[src/rtl/commit_trace_pkg.sv]
// Shared definitions for the commit trace buffer: entry layout, flag bit positions, FSM states.
package commit_trace_pkg;

    localparam int PC_W   = 16;
    localparam int FLAG_W = 4;
    localparam int REG_W  = 3;
    localparam int DATA_W = 16;
    localparam int ADDR_W = 16;
    localparam int ENTRY_W = PC_W + FLAG_W + REG_W + DATA_W + ADDR_W + DATA_W;

    localparam int FLAG_REG_WRITE = 0;
    localparam int FLAG_MEM_READ  = 1;
    localparam int FLAG_MEM_WRITE = 2;
    localparam int FLAG_HALT      = 3;

    typedef enum logic [1:0] {
        ST_RUN    = 2'd0,
        ST_HALTED = 2'd1,
        ST_DONE   = 2'd2
    } stateT;

    // Field order is MSB first and defines the trace_entry bit layout.
    typedef struct packed {
        logic [PC_W-1:0]   pc;
        logic [FLAG_W-1:0] flags;
        logic [REG_W-1:0]  wrReg;
        logic [DATA_W-1:0] wrData;
        logic [ADDR_W-1:0] memAddr;
        logic [DATA_W-1:0] memData;
    } entryT;

endpackage

[src/rtl/trace_fifo.sv]
// Show-ahead FIFO: the head entry is presented combinationally from the storage array.
module trace_fifo #(
    parameter int DEPTH = 8,
    parameter int WIDTH = 71
) (
    input  logic                     clk,
    input  logic                     rst,
    input  logic                     wrEn,
    input  logic [WIDTH-1:0]         wrData,
    input  logic                     rdEn,
    output logic [WIDTH-1:0]         rdData,
    output logic [$clog2(DEPTH):0]   count,
    output logic                     full,
    output logic                     empty
);
    localparam int AW = $clog2(DEPTH);
    localparam logic [AW:0] FULL_COUNT = (AW+1)'(DEPTH);

    logic [WIDTH-1:0] mem [DEPTH];
    logic [AW-1:0]    wrPtrReg;
    logic [AW-1:0]    rdPtrReg;
    logic [AW:0]      countReg;

    // Storage is deliberately left unreset; only pointers and count define validity.
    always_ff @(posedge clk) begin
        if (wrEn) begin
            mem[wrPtrReg] <= wrData;
        end
    end

    // DEPTH is a power of two, so pointer overflow is the modulo wrap.
    always_ff @(posedge clk) begin
        if (rst) begin
            wrPtrReg <= '0;
            rdPtrReg <= '0;
            countReg <= '0;
        end else begin
            if (wrEn) begin
                wrPtrReg <= wrPtrReg + 1'b1;
            end
            if (rdEn) begin
                rdPtrReg <= rdPtrReg + 1'b1;
            end
            case ({wrEn, rdEn})
                2'b10:   countReg <= countReg + 1'b1;
                2'b01:   countReg <= countReg - 1'b1;
                default: countReg <= countReg;
            endcase
        end
    end

    assign rdData = mem[rdPtrReg];
    assign count  = countReg;
    assign full   = (countReg == FULL_COUNT);
    assign empty  = (countReg == '0);

endmodule

[src/rtl/commit_trace_buf.sv]
// Captures commit events into a drainable trace FIFO and tracks run/halt progress and counters.
module commit_trace_buf
    import commit_trace_pkg::*;
#(
    parameter int DEPTH = 8
) (
    input  logic                     clk,
    input  logic                     rst,
    input  logic [PC_W-1:0]          pc,
    input  logic                     reg_write,
    input  logic [REG_W-1:0]         wr_reg,
    input  logic [DATA_W-1:0]        wr_data,
    input  logic                     mem_read,
    input  logic                     mem_write,
    input  logic [ADDR_W-1:0]        mem_addr,
    input  logic [DATA_W-1:0]        mem_data_in,
    input  logic [DATA_W-1:0]        mem_data_out,
    input  logic                     halt,
    output logic                     trace_valid,
    input  logic                     trace_ready,
    output logic [ENTRY_W-1:0]       trace_entry,
    output logic [$clog2(DEPTH):0]   occupancy,
    output logic                     overflow,
    output logic [15:0]              drop_count,
    output logic [31:0]              inst_count,
    output logic [31:0]              cycle_count,
    output logic                     halted,
    output logic                     done
);
    stateT stateReg, stateNext;

    logic                   isEvent;
    logic                   popReq;
    logic                   pushAccept;
    logic                   dropEvent;
    logic [FLAG_W-1:0]      flagsNext;
    entryT                  entryNext;
    logic                   fifoFull;
    logic                   fifoEmpty;
    logic [$clog2(DEPTH):0] fifoCount;
    logic [ENTRY_W-1:0]     fifoOut;
    logic                   overflowReg;
    logic [15:0]            dropCountReg;
    logic [31:0]            instCountReg;
    logic [31:0]            cycleCountReg;

    assign isEvent    = (stateReg == ST_RUN) && (reg_write || mem_read || mem_write || halt);
    assign popReq     = !fifoEmpty && trace_ready;
    // A full FIFO still accepts when the head leaves in the same cycle.
    assign pushAccept = isEvent && (!fifoFull || popReq);
    assign dropEvent  = isEvent && fifoFull && !popReq;

    always_comb begin
        flagsNext                 = '0;
        flagsNext[FLAG_REG_WRITE] = reg_write;
        flagsNext[FLAG_MEM_READ]  = mem_read;
        flagsNext[FLAG_MEM_WRITE] = mem_write;
        flagsNext[FLAG_HALT]      = halt;
    end

    always_comb begin
        entryNext         = '0;
        entryNext.pc      = pc;
        entryNext.flags   = flagsNext;
        entryNext.wrReg   = wr_reg;
        entryNext.wrData  = wr_data;
        entryNext.memAddr = mem_addr;
        entryNext.memData = mem_write ? mem_data_in : mem_data_out;
    end

    trace_fifo #(
        .DEPTH (DEPTH),
        .WIDTH (ENTRY_W)
    ) u_fifo (
        .clk    (clk),
        .rst    (rst),
        .wrEn   (pushAccept),
        .wrData (entryNext),
        .rdEn   (popReq),
        .rdData (fifoOut),
        .count  (fifoCount),
        .full   (fifoFull),
        .empty  (fifoEmpty)
    );

    always_ff @(posedge clk) begin
        if (rst) begin
            stateReg <= ST_RUN;
        end else begin
            stateReg <= stateNext;
        end
    end

    always_comb begin
        stateNext = stateReg;
        case (stateReg)
            ST_RUN:    if (isEvent && halt) stateNext = ST_HALTED;
            ST_HALTED: if (fifoEmpty)       stateNext = ST_DONE;
            default:   stateNext = ST_DONE;
        endcase
    end

    always_comb begin
        halted = (stateReg != ST_RUN);
        done   = (stateReg == ST_DONE);
    end

    always_ff @(posedge clk) begin
        if (rst) begin
            overflowReg   <= 1'b0;
            dropCountReg  <= '0;
            instCountReg  <= '0;
            cycleCountReg <= '0;
        end else begin
            if (dropEvent) begin
                overflowReg <= 1'b1;
                if (dropCountReg != 16'hFFFF) begin
                    dropCountReg <= dropCountReg + 16'd1;
                end
            end
            if (isEvent && (halt || reg_write || mem_write)) begin
                instCountReg <= instCountReg + 32'd1;
            end
            if (stateReg == ST_RUN) begin
                cycleCountReg <= cycleCountReg + 32'd1;
            end
        end
    end

    assign trace_valid = !fifoEmpty;
    assign trace_entry = fifoOut;
    assign occupancy   = fifoCount;
    assign overflow    = overflowReg;
    assign drop_count  = dropCountReg;
    assign inst_count  = instCountReg;
    assign cycle_count = cycleCountReg;

endmodule

[config.mk]
export PLATFORM = sky130hd
export DESIGN_NAME = commit_trace_buf
export DESIGN_NICKNAME = d
export VERILOG_FILES = /design/src/rtl/commit_trace_pkg.sv /design/src/rtl/trace_fifo.sv /design/src/rtl/commit_trace_buf.sv
export SDC_FILE = /design/constraint.sdc
export NUM_CORES = 1
export LEC_CHECK = 0
export CAP_MARGIN = 20
export CORE_ASPECT_RATIO = 0.7
export CORE_MARGIN = 2
export CORE_UTILIZATION = 52
export DETAILED_ROUTE_END_ITERATION = 6
export PLACE_DENSITY_LB_ADDON = 0.15
export SLEW_MARGIN = 40
export SYNTH_ARGS = -nofsm -noshare
export SYNTH_HDL_FRONTEND = slang
export SYNTH_SLANG_ARGS = --single-unit
[constraint.sdc]
create_clock -name clk -period 10.1 [get_ports clk]
set_clock_uncertainty 0.05 [all_clocks]
set_input_delay 1.515 -clock clk [delete_from_list [all_inputs] [get_ports clk]]
set_output_delay 1.515 -clock clk [all_outputs]
set_load 0.05 [all_outputs]
==> summary.txt, run 1 <==
CTS
  – Post-CTS resize count: 0
  – Clock Latency Late Sink: 0.58 ns
  – CTS tree: built
  – CTS Hold Bufs: 0
  – Root Driver: clkbuf_16
  – Clk sink count: 664
  – Num CTS Buffers: 60
  – Setup bufs post-CTS: 0
  – H-tree Lvls: 2
  – Longest Clk Path Bufs: 3
  – Clock transition at the registers of the reported paths: 0.07 ns

Setup path
  – FF-to-FF path depth: 7
  – Endpoint class of the critical path: output port
  – CP Class: flop to output port
  – FF-to-FF Start: stateReg[1]
  – Worst setup SP type: flop
  – Reg2reg setup slack: 6.07 ns
  – CP required: 8.54 ns
  – RR Endpoint: u_fifo.mem[4][3]
  – CP arrival: 3.61 ns
  – Worst-path fanout max: 47

Synthesis
  – Most used DFF post-synth: edfxtp_1
  – Synth Cell Area: 26300 sq um
  – Cells after synthesis: 1414
  – Synthesized area per cell: 18.6 sq um
  – Yosys warnings: 0
  – Number of synthesized flops with an enable pin: 568
  – Post-synthesis async set-or-reset flop share: 0%
  – Post-synthesis sequential area ratio: 72.1%
  – Syn_nets: 1510
  – Unique masters post-synth: 56
  – Register bit count reported by yosys: 664

Placed design
  – I/O Buffers: 248
  – Area after DPL: 29600 sq um
  – Final HPWL DP: 30.6 mm
  – Final estimated routing congestion in global placement: 0.789

Cells and area
  – Final nets: 1773
  – # fillers: 3487
  – Most frequent cells in the layout: edfxtp_1, clkdlybuf4s50_1, mux4_2
  – Ant. Diodes: 0
  – Most common cell after layout, fill and taps aside: edfxtp_1
  – Share of cells above drive strength 1: 23.0%
  – Final Cell Area: 31600 sq um
  – Layout overhead on the synthesized area: 20.0%

Routing
  – Drt total wl: 54.5 mm
  – DR vias/cell: 5.83
  – Detailed Route Iter0 Violations: 1023
  – Via count: 13.9k
  – Detailed-route DRC error count: 0
  – Per-cell routed wire length: 22.8 um
  – DR pass1 iterations: 5
  – Antenna-violating nets left: 0

Floorplanning
  – Site Rows: 68
  – I/O pins: 249
  – Full die area: 52500 sq um
  – Core area: 49700 sq um
  – Starting density of the core: 53.0%
  – Chip Height: 192 um
  – Die Wd: 273 um

Outcome
  – Status: complete, no violations

Global route
  – Antenna violations before repair: 1
  – Vias in the first global route: 14.0k
  – Tot GR Track Use: 20.7%
  – Largest net degree at the start of global routing: 76
  – Wire length of the first global-routing pass: 82.7 mm
  – GR Overflow Total: 0

STA
  – Max Clock Freq: 193 MHz
  – Min cycle time layout: 5.18 ns
  – Crit share post-route: 51.2%
  – Max-slew violation count: 0
  – TNS Setup: 0 ns
  – Slew at the pin closest to its max-slew limit: 0.779 ns
  – RSZ-0062 raised after global routing: false
  – Slew Limit Headroom: 48.1%
  – Final setup vio count: 0
  – Hold Vio Cnt, Final: 0

Power and ir drop
  – Pwr dens: 272 nW/um^2
  – Worst vdd ir: 0.223 mV
  – Leak: 9.83 nW

Min path
  – Min-Delay Startpoint: u_fifo.rdPtrReg[1]
  – WHS Path Cells: 2
  – Worst min path class: flop to flop

Run
  – Max_cap viols: 0
-- state kept, by name, summed over array words and instances, names as in the netlist, named ones only --
signal and count:
u_fifo.mem 568, stateReg 2, overflow 1, inst_count 32
u_fifo.wrPtrReg 3, u_fifo.rdPtrReg 3, cycle_count 32, drop_count 16
u_fifo.count 4
-- report_power, final --
group	switching, mW	internal, mW
clock	0.966	1.32
combinational	1.67	1.09
sequential	0.142	3.41
total	2.78	5.83
-- Yosys cell counts (8+ instances only) --
cell / count / area share (%)
edfxtp_1: 568 / 65
mux4_2: 142 / 12
mux2_2: 112 / 4.8
dfxtp_1: 96 / 7.3
nor2_1: 61 / 0.87
a21oi_1: 42 / 0.80
clkbuf_1: 37 / 0.53
nand2_1: 37 / 0.53
nand3_1: 28 / 0.53
nor2b_1: 27 / 0.64
buf_2: 22 / 0.42
nor4_1: 22 / 0.52
nand4_1: 21 / 0.50
o31ai_1: 21 / 0.60
or4_1: 21 / 0.60
o21ai_0: 16 / 0.30
nor3_1: 14 / 0.27
or3_1: 14 / 0.33
xor2_1: 14 / 0.47
and4_1: 13 / 0.43
inv_1: 13 / 0.19
buf_1: 9 / 0.13
xnor2_1: 8 / 0.27
-- logic make-up (layout without fill, tap and decap cells) --
| group | Yosys count | after routing | synth area share, % |
|---|---|---|---|
| AOI/OAI and AO/OA | 91 | 91 | 2.12 |
| and+or+nand+nor | 290 | 290 | 6.39 |
| muxes | 256 | 256 | 17.0 |
| adders and majority gates | 6 | 6 | 0.285 |
| buffers and inverters | 85 | 396 | 1.38 |
| xor gates and xnor gates | 22 | 22 | 0.732 |
| DFF | 664 | 664 | 72.1 |
-- routing by layer --
metal | vias to the layer above | part of all wire (%) | global-route usage, %
met3 | 77 | 4.5 | 3.41
met5 | - | 0.018 | 0
li1 | 6285 | - | -
met2 | 312 | 49 | 34.5
met4 | 2 | 1.8 | 4.25
met1 | 7267 | 44 | 29.1
-- per-stage QoR --
| step | power [mW] | setup slack (ns) | std cells | hold WS [ns] | utilization [%] |
|---|---|---|---|---|---|
| after floorplan | 5.59 | 0.552 | 1414 | 0.404 | - |
| after global placement | 6.38 | 4.36 | 2279 | 0.403 | 59.5 |
| after detailed placement | 6.42 | 4.29 | 2279 | 0.424 | 59.5 |
| after CTS | 8.72 | 4.70 | 2389 | 0.437 | 63.5 |
| after global routing | 8.97 | 4.64 | 2390 | 0.461 | 63.6 |
| final | 8.61 | 4.92 | 2390 | 0.442 | 63.6 |
-- critical path, cell delays in order (launching register included) --
cell	delay, ns
dfxtp_4	0.71
buf_6	0.59
mux4_2	0.59
mux2_2	0.28
clkdlybuf4s50_1	0.77
-- layout make-up --
type / count / area [sq um] / area share (%)
clock buffer: 72 / 1590 / 5.03
clock inverter: 38 / 409 / 1.30
inverter: 13 / 48.8 / 0.154
multi-input combinational: 665 / 7040 / 22.3
sequential: 664 / 19000 / 60.1
tap: 665 / 832 / 2.63
timing repair buffer: 273 / 2680 / 8.49
-- worst max-delay path by stage --
stage	start	to	slack, ns	cells after the start
3_3_place_gp	mem_write	u_fifo.mem[4][51]	4.36	8
5_1_grt	flop	trace_entry[4]	4.64	4
6_report	flop	trace_entry[7]	4.92	4
3_5_place_dp	mem_write	u_fifo.mem[4][3]	4.29	8
2_1_floorplan	mem_write	u_fifo.mem[0][0]	0.55	4
4_1_cts	flop	trace_entry[58]	4.70	4
Note: power is estimated with default switching activity, not from simulation.
==> run 2: changes to the inputs <==
CORE_UTILIZATION = 57   (was 52)
clock period = 5.2 ns   (was 10.1 ns; I/O delays follow)
==> summary.txt, run 2 (synthesis gave the netlist of run 1 again) <==
Routing
  – Per-cell routed wire length: 23.2 um (+1.9%)
  – Drt total wl: 54.3 mm (-0.31%)
  – DR vias/cell: 6.01 (+3.0%)
  – DR pass1 iterations: 6 (+1)
  – Detailed Route Iter0 Violations: 1141 (+12%)
  – Detailed-route DRC error count: 0 (unchanged)
  – Antenna-violating nets left: 0 (unchanged)
  – Via count: 14.0k (+0.73%)

Cells and area
  – Final nets: 1780 (+0.39%)
  – Max FFs per register: 568 (unchanged)
  – Most common cell after layout, fill and taps aside: edfxtp_1
  – Most frequent cells in the layout: edfxtp_1, clkdlybuf4s50_1, mux4_2
  – Top reg by flops: u_fifo.mem
  – Layout overhead on the synthesized area: 19.8%
  – # fillers: 2879 (-17%)
  – Share of cells above drive strength 1: 22.7% (-0.28 points)

Floorplanning
  – Full die area: 48000 sq um (-8.6%)
  – Core area: 45300 sq um (-8.8%)
  – Site Rows: 65 (-4.4%)
  – Die Wd: 261 um (-4.4%)
  – I/O pins: 249 (unchanged)
  – Chip Height: 184 um (-4.4%)
  – Starting density of the core: 58.1% (+5.1 points)

Min path
  – Worst Hold Path EP: overflow
  – WHS Path Cells: 2 (unchanged)
  – Worst min path class: flop to flop
  – Min-Delay Startpoint: overflow

STA
  – Hold Vio Cnt, Final: 0 (unchanged)
  – Max-slew violation count: 0 (unchanged)
  – Slew at the pin closest to its max-slew limit: 0.817 ns (+0.0385 ns)
  – Crit share post-route: 80.8%
  – Final setup vio count: 0 (unchanged)
  – Slew Limit Headroom: 45.3% (-2.8 points)
  – Max Clock Freq: 238 MHz
  – Min cycle time layout: 4.20 ns
  – RSZ-0062 raised after global routing: false
  – Final worst setup slack: 0.996 ns (-3.93 ns)

Power and ir drop
  – Total power: 16.7 mW (+94%)
  – Leak: 9.82 nW (about the same)
  – Pwr dens: 528 nW/um^2 (+94%)
  – Worst vdd ir: 0.428 mV (+92%)

CTS
  – Clock transition at the registers of the reported paths: 0.06 ns (about the same)
  – Num CTS Buffers: 59 (-1.7%)
  – Post-CTS resize count: 0 (unchanged)
  – CTS tree: built
  – Setup bufs post-CTS: 0 (unchanged)
  – Root Driver: clkbuf_16
  – Clk sink count: 664 (unchanged)
  – CTS Hold Bufs: 0 (unchanged)
  – Longest Clk Path Bufs: 3 (unchanged)
  – H-tree Lvls: 2 (unchanged)
  – Clock Latency Late Sink: 0.59 ns (about the same)

Setup path
  – FF-to-FF path depth: 6 (-1)
  – CP required: 4.37 ns (-4.17 ns)
  – FF-to-FF Start: stateReg[1]
  – Worst-path fanout max: 21 (-55%)
  – Worst setup SP type: flop
  – RR Endpoint: u_fifo.mem[6][7]
  – CP Class: flop to output port
  – Reg2reg setup slack: 1.87 ns (-4.20 ns)
  – CP arrival: 3.37 ns (-0.24 ns)
  – Endpoint class of the critical path: output port

Run
  – Max_cap viols: 0 (unchanged)

Placed design
  – Final estimated routing congestion in global placement: 0.812 (+2.9%)
  – DP Worst Slack: 1.14 ns (-3.15 ns)
  – Final HPWL DP: 30.9 mm (+1.2%)
  – I/O Buffers: 248 (unchanged)

Global route
  – Tot GR Track Use: 22.8% (+2.2 points)
  – Antenna violations before repair: 3 (+2)
  – Wire length of the first global-routing pass: 82.8 mm (+0.16%)
  – GR Overflow Total: 0 (unchanged)
  – Largest net degree at the start of global routing: 79 (+3.9%)
  – Vias in the first global route: 14.0k (+0.057%)

Outcome
  – Status: complete, no violations
## run 2: changes by cell type in the layout (fill, tap and decap cells not counted), sizes merged
cell,previous run,this run
clkinv,26,23
clkinvlp,2,4
diode,0,2
buf,26,34
clkbuf,72,76
inv,15,14
bufinv,8,6
## run 2: where the power goes
part           switching, mW  internal, mW  total (mW)
registers              0.264          6.61        6.88
clock network           1.85          2.41        4.26
logic                   3.29          2.24        5.53
## run 2: routing by layer
metal / global-route usage, % / vias to the layer above / routed length (um)
li1: - / 6293 / -
met1: 33.5 / 7282 / 24100
met2: 36.6 / 397 / 26300
met3: 3.71 / 71 / 2950
met4: 5.28 / 2 / 959
met5: 0 / - / 13
## run 2: how the worst max path moves through the flow
stage / slack [ns] / end / from / depth (start not counted)
2_1_floorplan: -1.70 / u_fifo.mem[2][0] / mem_write / 4
3_5_place_dp: 1.14 / u_fifo.mem[6][18] / mem_write / 7
5_1_grt: 0.82 / trace_entry[46] / flop / 5
6_report: 1.0 / trace_entry[46] / flop / 5
3_3_place_gp: 1.16 / u_fifo.mem[6][18] / mem_write / 7
4_1_cts: 0.79 / trace_entry[46] / flop / 4
## run 2: final cells by class
type | instances | area [sq um] | area share (%)
timing repair buffer | 281 | 2820 | 8.93
tap | 603 | 754 | 2.39
inverter | 13 | 48.8 | 0.155
antenna | 2 | 5.00 | 0.0159
clock buffer | 76 | 1560 | 4.95
clock inverter | 34 | 320 | 1.02
sequential | 664 | 19000 | 60.2
multi-input combinational | 665 | 7050 | 22.4
## run 2: worst max-delay path, stage by stage (launching register included)
cell	delay, ns
dfxtp_4	0.59
buf_12	0.26
buf_4	0.35
mux4_2	0.55
mux2_2	0.28
clkdlybuf4s50_1	0.74
## run 2: per-stage QoR
stage | cell area, sq um | hold WS (ns) | setup TNS (ns) | utilization (%) | instances
finish | 31600 | 0.436 | 0 | 69.6 | 2338
global route | 31500 | 0.479 | 0 | 69.6 | 2337
CTS | 31500 | 0.434 | 0 | 69.6 | 2333
detailed placement | 29600 | 0.420 | 0 | 65.4 | 2223
global placement | 29600 | 0.404 | 0 | 65.4 | 2223
floorplan | 26300 | 0.404 | -405.52 | - | 1414
